## src/rtl/if_fetch_queue.sv

```systemverilog
// Instruction fetch queue: issues sequential fetches on a req/addr_ok/data_ok
// SRAM-like bus, buffers responses in order and offers them to ID.
// Optional feature: define IF_ADEF_EN to turn a misaligned fetch PC into a
// synthetic faulting entry (if_id_adef) instead of a bus request.
module if_fetch_queue #(
  parameter logic [31:0] RESET_PC   = 32'h1c000000,
  parameter int unsigned IBUF_DEPTH = 4
) (
  input  logic        clk,
  input  logic        reset,
  output logic        inst_sram_req,
  output logic        inst_sram_wr,
  output logic [1:0]  inst_sram_size,
  output logic [3:0]  inst_sram_wstrb,
  output logic [31:0] inst_sram_addr,
  output logic [31:0] inst_sram_wdata,
  input  logic        inst_sram_addr_ok,
  input  logic        inst_sram_data_ok,
  input  logic [31:0] inst_sram_rdata,
  input  logic        id_allowin,
  output logic        if_id_valid,
  output logic [63:0] if_id_bus,
  output logic        if_id_adef,
  input  logic [32:0] br_bus
);

  localparam int unsigned PW = $clog2(IBUF_DEPTH);
  localparam int unsigned CW = PW + 1;

  logic [31:0]           fpc;
  logic [31:0]           ent_pc   [IBUF_DEPTH];
  logic [31:0]           ent_inst [IBUF_DEPTH];
  logic [IBUF_DEPTH-1:0] ent_filled;
  logic [PW-1:0]         head;
  logic [PW-1:0]         tail;
  logic [PW-1:0]         fill_ptr;
  logic [CW-1:0]         occ;
  logic [CW-1:0]         pend;
  logic [CW-1:0]         cancel_cnt;
`ifdef IF_ADEF_EN
  logic [IBUF_DEPTH-1:0] ent_adef;
  logic                  halted;
  logic                  misaligned;
  logic                  adef_alloc;
`endif

  logic        br_taken;
  logic [31:0] br_target;
  logic        can_fetch;
  logic        addr_hs;
  logic        alloc;
  logic        fill_en;
  logic        drop;
  logic        pop;
  logic [CW-1:0] pend_left;
  logic [CW-1:0] cancel_left;

  assign {br_taken, br_target} = br_bus;

  assign inst_sram_wr    = 1'b0;
  assign inst_sram_size  = 2'b10;
  assign inst_sram_wstrb = 4'b0000;
  assign inst_sram_wdata = 32'h0;
  assign inst_sram_addr  = fpc;

  // Fetch is possible with queue space, no stale responses pending and no redirect
`ifdef IF_ADEF_EN
  assign can_fetch  = !reset && (occ < CW'(IBUF_DEPTH)) && (cancel_cnt == '0) && !br_taken && !halted;
  assign misaligned = (fpc[1:0] != 2'b00);
  assign adef_alloc = can_fetch && misaligned;
  assign inst_sram_req = can_fetch && !misaligned;
  assign addr_hs    = inst_sram_req && inst_sram_addr_ok;
  assign alloc      = addr_hs || adef_alloc;
  assign if_id_adef = !reset && (occ != '0) && ent_adef[head];
`else
  assign can_fetch  = !reset && (occ < CW'(IBUF_DEPTH)) && (cancel_cnt == '0) && !br_taken;
  assign inst_sram_req = can_fetch;
  assign addr_hs    = inst_sram_req && inst_sram_addr_ok;
  assign alloc      = addr_hs;
  assign if_id_adef = 1'b0;
`endif

  // A response fills the oldest unfilled entry, which may be the one allocated this cycle
  assign fill_en = inst_sram_data_ok && (cancel_cnt == '0) && ((pend != '0) || addr_hs);
  assign drop    = inst_sram_data_ok && (cancel_cnt != '0);

  assign pend_left   = pend + CW'(addr_hs) - CW'(fill_en);
  assign cancel_left = cancel_cnt - CW'(drop);

  assign if_id_valid = !reset && (occ != '0) && ent_filled[head] && !br_taken;
  assign if_id_bus   = {ent_pc[head], ent_inst[head]};
  assign pop         = if_id_valid && id_allowin;

  // Queue state, fetch PC and stale-response bookkeeping
  always_ff @(posedge clk) begin
    if (reset) begin
      fpc        <= RESET_PC;
      head       <= '0;
      tail       <= '0;
      fill_ptr   <= '0;
      occ        <= '0;
      pend       <= '0;
      cancel_cnt <= '0;
      ent_filled <= '0;
`ifdef IF_ADEF_EN
      ent_adef   <= '0;
      halted     <= 1'b0;
`endif
    end else if (br_taken) begin
      // Requests still outstanding after this cycle return later and must be discarded;
      // stale responses not yet drained stay counted as well.
      fpc        <= br_target;
      head       <= '0;
      tail       <= '0;
      fill_ptr   <= '0;
      occ        <= '0;
      pend       <= '0;
      cancel_cnt <= cancel_left + pend_left;
      ent_filled <= '0;
`ifdef IF_ADEF_EN
      ent_adef   <= '0;
      halted     <= 1'b0;
`endif
    end else begin
      if (addr_hs) begin
        fpc              <= fpc + 32'd4;
        ent_pc[tail]     <= fpc;
        ent_filled[tail] <= 1'b0;
`ifdef IF_ADEF_EN
        ent_adef[tail]   <= 1'b0;
`endif
      end
`ifdef IF_ADEF_EN
      if (adef_alloc) begin
        ent_pc[tail]     <= fpc;
        ent_inst[tail]   <= 32'h0;
        ent_filled[tail] <= 1'b1;
        ent_adef[tail]   <= 1'b1;
        halted           <= 1'b1;
      end
`endif
      if (alloc) begin
        tail <= tail + PW'(1);
      end
      if (fill_en) begin
        ent_inst[fill_ptr]   <= inst_sram_rdata;
        ent_filled[fill_ptr] <= 1'b1;
        fill_ptr             <= fill_ptr + PW'(1);
      end
      if (pop) begin
        head <= head + PW'(1);
      end
      occ        <= occ + CW'(alloc) - CW'(pop);
      pend       <= pend_left;
      cancel_cnt <= cancel_left;
    end
  end

endmodule

```

## config.mk

```make
export PLATFORM = sky130hd
export DESIGN_NAME = if_fetch_queue
export DESIGN_NICKNAME = d
export VERILOG_FILES = /design/src/rtl/if_fetch_queue.sv
export SDC_FILE = /design/constraint.sdc
export NUM_CORES = 1
export LEC_CHECK = 0
export BUFFER_PORTS_ARGS = -buffer_cell sky130_fd_sc_hd__buf_4
export CAP_MARGIN = 20
export CORE_ASPECT_RATIO = 1.4
export CORE_MARGIN = 2
export CORE_UTILIZATION = 29
export CTS_CLUSTER_DIAMETER = 40
export DETAILED_ROUTE_END_ITERATION = 10
export PLACE_DENSITY = 0.47
export SETUP_SLACK_MARGIN = 0.15
export SYNTH_ARGS = -nofsm -noshare
export SYNTH_HDL_FRONTEND = slang
export SYNTH_SLANG_ARGS = --single-unit
```

## constraint.sdc

```tcl
create_clock -name clk -period 4.6 [get_ports clk]
set_input_delay 0.69 -clock clk [delete_from_list [all_inputs] [get_ports clk]]
set_output_delay 0.69 -clock clk [all_outputs]
set_load 0.01 [all_outputs]
```

==> results of run 1 <==
==> synth_stat cells (5+ instances only) <==
| library cell | instances | area, sq um |
|---|---|---|
| a21oi_1 | 27 | 135 |
| dfxtp_1 | 53 | 1060 |
| and3_1 | 10 | 62.6 |
| buf_4 | 41 | 308 |
| buf_2 | 11 | 55.1 |
| o21ai_0 | 12 | 60.1 |
| nand2_1 | 36 | 135 |
| edfxtp_1 | 256 | 7690 |
| nand4_1 | 14 | 87.6 |
| a31oi_1 | 7 | 43.8 |
| nor2_1 | 37 | 139 |
| mux2i_1 | 5 | 50.1 |
| mux2_2 | 5 | 56.3 |
| nand3_1 | 19 | 95.1 |
| clkbuf_1 | 20 | 75.1 |
| ha_1 | 16 | 200 |
| a22oi_1 | 6 | 45.0 |
| xnor2_1 | 9 | 78.8 |
| nor3_1 | 8 | 40.0 |
| mux4_2 | 65 | 1460 |
| and2_1 | 9 | 56.3 |
| inv_1 | 19 | 71.3 |
==> registers in the layout, summed over array words and instances (netlist names), named ones only <==
name / count
ent_inst: 128
ent_pc: 128
inst_sram_addr: 32
ent_filled: 4
cancel_cnt: 3
occ: 3
pend: 3
fill_ptr: 2
head: 2
tail: 2
==> logic make-up after synthesis <==
group | share of synthesized area, %
AND/OR/NAND/NOR | 6.10
other | 0.0603
AO/OA/AOI/OAI | 3.56
buffers and inverters | 4.18
flip-flops | 70.2
XOR/XNOR | 0.844
adder cells (fa/ha/maj) | 2.09
multiplexers | 13.0
==> layout make-up <==
class	instances	area (sq um)	area share, %
timing repair buffer	181	1370	8.83
sequential	309	8760	56.5
clock buffer	48	1050	6.78
inverter	21	78.8	0.508
multi-input combinational	372	3340	21.5
tap	546	683	4.41
clock inverter	23	225	1.45
==> per-layer routing <==
| layer | vias to the layer above | GRT usage, % |
|---|---|---|
| li1 | 3181 | - |
| met1 | 3552 | 16.7 |
| met5 | - | 0 |
| met3 | 50 | 3.22 |
| met4 | 0 | 4.56 |
| met2 | 234 | 22.5 |
==> cell usage in the layout, fill, tap and decap left out, types with 3 or more instances in the layout <==
cell type,n
o22ai_1,3
clkinv_2,4
nand2_1,36
clkbuf_1,6
and2_1,9
nor2_1,37
fa_1,3
nand3_1,19
edfxtp_1,256
mux4_2,65
a31oi_1,7
clkinv_1,3
clkbuf_16,40
xnor2_1,9
nor3_1,8
conb_1,40
clkinvlp_4,3
xor2_1,3
a22oi_1,6
mux2_1,4
inv_8,3
ha_1,16
or3_1,4
o211ai_1,3
inv_6,4
nand4_1,14
and3_2,4
clkinv_4,3
nor4_1,3
and3_1,6
buf_4,179
mux2_2,5
dfxtp_1,51
a21oi_1,27
o21ai_0,12
mux2i_1,5
inv_1,19
==> worst max-delay path by stage <==
stage	depth (start not counted)	endpoint	slack, ns	start
6_report	13	cancel_cnt[2]	1.22	cancel_cnt[0]
5_1_grt	13	cancel_cnt[2]	0.97	cancel_cnt[0]
4_1_cts	13	cancel_cnt[2]	1.17	cancel_cnt[0]
3_5_place_dp	14	cancel_cnt[2]	0.81	br_bus[32]
3_3_place_gp	14	cancel_cnt[2]	0.85	br_bus[32]
2_1_floorplan	16	cancel_cnt[2]	0.65	reset
==> through the flow <==
stage               power, mW  instances  utilization, %  worst slack (ns)
floorplan                3.53        775               -             0.648
global placement         3.76       1428            33.6             0.851
detailed placement       3.76       1428            33.6             0.806
CTS                      6.77       1499            36.6              1.17
global route             6.93       1500            36.6             0.972
finish                   6.66       1500            36.6              1.22
==> power breakdown <==
group	switching (mW)	total, mW	internal, mW
sequential	0.0744	3.18	3.11
clock	1.20	2.97	1.77
combinational	0.267	0.502	0.235
==> flow_metrics.tcl, run 1 <==
set metrics [dict create \
    yosysWarnings 0 \
    power_density_nw_per_um2 429 \
    synth_ff_type "edfxtp_1" \
    cts_buffer_depth 3 \
    ys_ff_latch 309 \
    path_delay_family "adder cells" \
    die_y_um 249 \
    dr.first_iter.drc_count 476 \
    met2_wirelength_mm 14.7 \
    synth_edf_count 256 \
    holdPathStages 1 \
    worstHoldStart "inst_sram_rdata[10]" \
    grt_use_total_pct 13.4 \
    final_layout_size_suffix_gt1_share_pct 34.1 \
    grt_max_degree 43 \
    cts_tree "built" \
    postCtsHoldBufs 0 \
    r2r-start "cancel_cnt[0]" \
    maxCapViolations 0 \
    rsz0062_at_grt "no" \
    whs_ns 0.358 \
    slew_viol_final 0 \
    ios 208 \
    fin_tns_setup_ns 0 \
    grt.overflow.total 0 \
    design_area_sq_um 15500 \
    fill_cells 4035 \
    num_vias 7017 \
    antenna_found_initial 0 \
    wl_met1_mm 12.0 \
    routed_wl_mm 29.5 \
    reg2reg_slack_ns 1.22 \
    grt_pass1_vias 7316 \
    die_x_um 179 \
    dr.pass1.iters 4 \
    synth.avg_cell_area_sq_um 16.9 \
    setup_viol 0 \
    worstPathMaxFanout 3 \
    r2r-end "cancel_cnt[2]" \
    outcome "complete, no violations" \
    gp_congestion 0.717 \
    reg2reg_depth 13 \
    num_antenna_cells 0 \
    ctsRootBufferMaster "clkbuf_16" \
    setup.worst_path.end_class "register" \
    cts.reportedPaths.clkPinSlew_ns 0.06 \
    fp.dieArea_sq_um 44700 \
    synthCells 737 \
    yosysSeqAreaShare_pct 70.2 \
    worstPathBufferInverterCount 2 \
    grt_pass1_wl_mm 44.9 \
    drtAntennaViolNets 0 \
    viasPerCell 4.68 \
    crit_type "reg -> reg" \
    cts_resized 0 \
    clock_sinks 309 \
    start_util_pct 29.4 \
    start_kind "register" \
    clkLatencyLatePin_ns 0.54 \
    io_buffers 167 \
    fin_crit_sh_pct 73.5 \
    synthArstFlopShare_pct 0 \
    cts_buffers 39 \
    p_leak_nw 5.38 \
    worstMarginPinSlew_ns 1.01 \
    clock.fmax_mhz 296 \
    hp-class "in -> reg" \
    cpMaxStageDelayCell "fa_1" \
    wire_per_inst_um 19.7 \
    cp_cell_sequence "or3_4 -> nor4b_4 -> inv_2 -> a21boi_1 -> ha_1 -> inv_1 -> ha_1 -> fa_1 -> fa_1 -> nand2b_1 -> mux2_2 -> xnor2_1 -> nor2_1" \
    max_slew_margin_pct 32.4 \
    hold_violations 0 \
    wl_met3_mm 2.07 \
    ir_drop_uv 230 \
    worstPathArrival_ns 3.77 \
    cts-htree-levels 2 \
    place_hpwl_mm 18.4 \
    syn_to_final_growth_pct 24.4 \
    coreArea_sq_um 42300 \
    drcViolationCount 0 \
    placed_cell_area_sq_um 14200 \
    row_count 89 \
    synth.distinct_cells 52 \
    routed.top_layer "met4" \
    worstPathRequired_ns 4.99 \
    slowest_delay_ns 0.45 \
    finClkSkew_ns 0.0267 \
    synth_area_sq_um 12500 \
    finalNetCount 1013 \
    post-route-min-period_ns 3.38 \
    postCtsSetupBuffers 0 \
    min_to "ent_inst[3][10]" \
]
No activity file was read; power rests on OpenSTA's default activity.
==> run 2: changes to the inputs <==
- PLACE_DENSITY: 0.47 -> 0.48
- clock period: 4.6 -> 2.75 ns (I/O delays scaled with it)
==> flow_metrics.tcl, run 2 (synthesis results as in run 1) <==
set metrics [dict create \
    worstHoldStart "inst_sram_rdata[6]" \
    cts-htree-levels 2 \
    reg2reg_slack_ns -0.50 \
    ctsRootBufferMaster "clkbuf_16" \
    routed_wl_mm 29.9 \
    start_util_pct 29.4 \
    final_common_cell "edfxtp_1" \
    grt_max_degree 38 \
    whs_ns 0.0787 \
    fill_cells 3999 \
    die_y_um 249 \
    rsz0062_at_grt "yes" \
    antenna_found_initial 0 \
    worstPathArrival_ns 3.65 \
    finalNetCount 1042 \
    placed_cell_area_sq_um 14600 \
    slowest_delay_ns 0.45 \
    die_x_um 179 \
    wire_per_inst_um 19.5 \
    final_cell_mix "256 x edfxtp_1, 194 x buf_4, 65 x mux4_2, 51 x dfxtp_1, 45 x clkbuf_16" \
    final_layout_size_suffix_gt1_share_pct 38.0 \
    hold_violations 0 \
    cts_buffer_depth 3 \
    crit_path_start "cancel_cnt[1]" \
    clock.fmax_mhz 308 \
    num_antenna_cells 0 \
    post-route-min-period_ns 3.25 \
    dr.pass1.iters 4 \
    cp_cell_sequence "or3_4 -> nor4b_4 -> inv_2 -> a21boi_4 -> ha_4 -> inv_2 -> ha_4 -> fa_2 -> fa_2 -> nand2b_4 -> mux2_4 -> xnor2_2 -> nor2_1" \
    fin_ws_ns -0.496 \
    grt_pass1_wl_mm 45.4 \
    drtAntennaViolNets 0 \
    grt_pass1_vias 7403 \
    grt.overflow.total 0 \
    cts_tree "built" \
    num_vias 7132 \
    worstPathBufferInverterCount 2 \
    slew_viol_final 0 \
    fin_tns_setup_ns -0.748 \
    design_area_sq_um 16100 \
    post-place-ws_ns -0.697 \
    min_to "ent_inst[0][6]" \
    grt_use_total_pct 13.5 \
    ios 208 \
    worstMarginPinSlew_ns 1.02 \
    r2r-end "cancel_cnt[2]" \
    cts.reportedPaths.clkPinSlew_ns 0.06 \
    holdPathStages 1 \
    reg2reg_depth 13 \
    fin_crit_sh_pct 118 \
    coreArea_sq_um 42300 \
    worstPathMaxFanout 3 \
    maxCapViolations 0 \
    setup.worst_path.end_class "register" \
    finClkSkew_ns 0.0135 \
    gp_congestion 0.771 \
    max_slew_margin_pct 31.9 \
    hp-class "in -> reg" \
    power_mw 11.7 \
    r2r-start "cancel_cnt[1]" \
    path_delay_family "adder cells" \
    violations "negative setup slack" \
    cpMaxStageDelayCell "fa_2" \
    start_kind "register" \
    clock_sinks 309 \
    setup_viol 2 \
    row_count 89 \
    ir_drop_uv 360 \
    crit_type "reg -> reg" \
    viasPerCell 4.66 \
    dr.first_iter.drc_count 379 \
    worstPathRequired_ns 3.15 \
    fp.dieArea_sq_um 44700 \
    clkLatencyLatePin_ns 0.52 \
    p_leak_nw 5.62 \
    io_buffers 167 \
    power_density_nw_per_um2 728 \
    drcViolationCount 0 \
    syn_to_final_growth_pct 29.3 \
    place_hpwl_mm 19.3 \
    outcome "finished with violations" \
    cts_buffers 41 \
]
[run 2: where the power goes]
group          leakage [nW]  total [mW]  internal (mW)  switching, mW
Sequential             2.76        5.31           5.20          0.111
Combinational          2.17        1.04          0.515          0.522
Clock                 0.691        5.38           3.35           2.03
Total                  5.62        11.7           9.06           2.66
[run 2: cell type report]
cell class | instances | area (sq um) | share of cell area [%]
Tap cell | 546 | 683 | 4.24
Multi-Input combinational cell | 372 | 3450 | 21.4
Timing Repair Buffer | 208 | 1720 | 10.7
Inverter | 21 | 93.8 | 0.583
Clock inverter | 21 | 230 | 1.43
Clock buffer | 53 | 1180 | 7.30
Sequential cell | 309 | 8760 | 54.4
[run 2: repair_timing]
item | CTS | global route
setup endpoints to repair | 4 | 6
buffers inserted | 2 | 1
pin swaps | 3 | 7
hold buffers | 0 | 0
resized for setup | 11 | 3
[run 2: how the worst max path moves through the flow]
stage                               end  slack, ns  cells past startpoint
after floorplan           cancel_cnt[2]      -0.75                     16
after CTS                 cancel_cnt[2]      -0.50                     13
after detailed placement  cancel_cnt[2]      -0.70                     14
after global routing      cancel_cnt[2]      -0.67                     13
final                     cancel_cnt[2]      -0.50                     13
after global placement    cancel_cnt[2]      -0.64                     14
[run 2: metrics by stage]
stage	utilization [%]	cells
finish	38.1	1530
global route	38.1	1530
CTS	38.0	1529
detailed placement	34.5	1453
global placement	34.5	1453
floorplan	-	775
[run 2: per-layer routing]
layer | vias to the layer above | share of wire [%] | wire length [um] | GRT usage, %
met1 | 3621 | 40 | 11900 | 16.6
met3 | 48 | 6.4 | 1900 | 3.37
li1 | 3247 | - | - | -
met4 | 0 | 2.1 | 637 | 4.17
met5 | - | 0 | 0 | 0
met2 | 216 | 52 | 15500 | 23.1
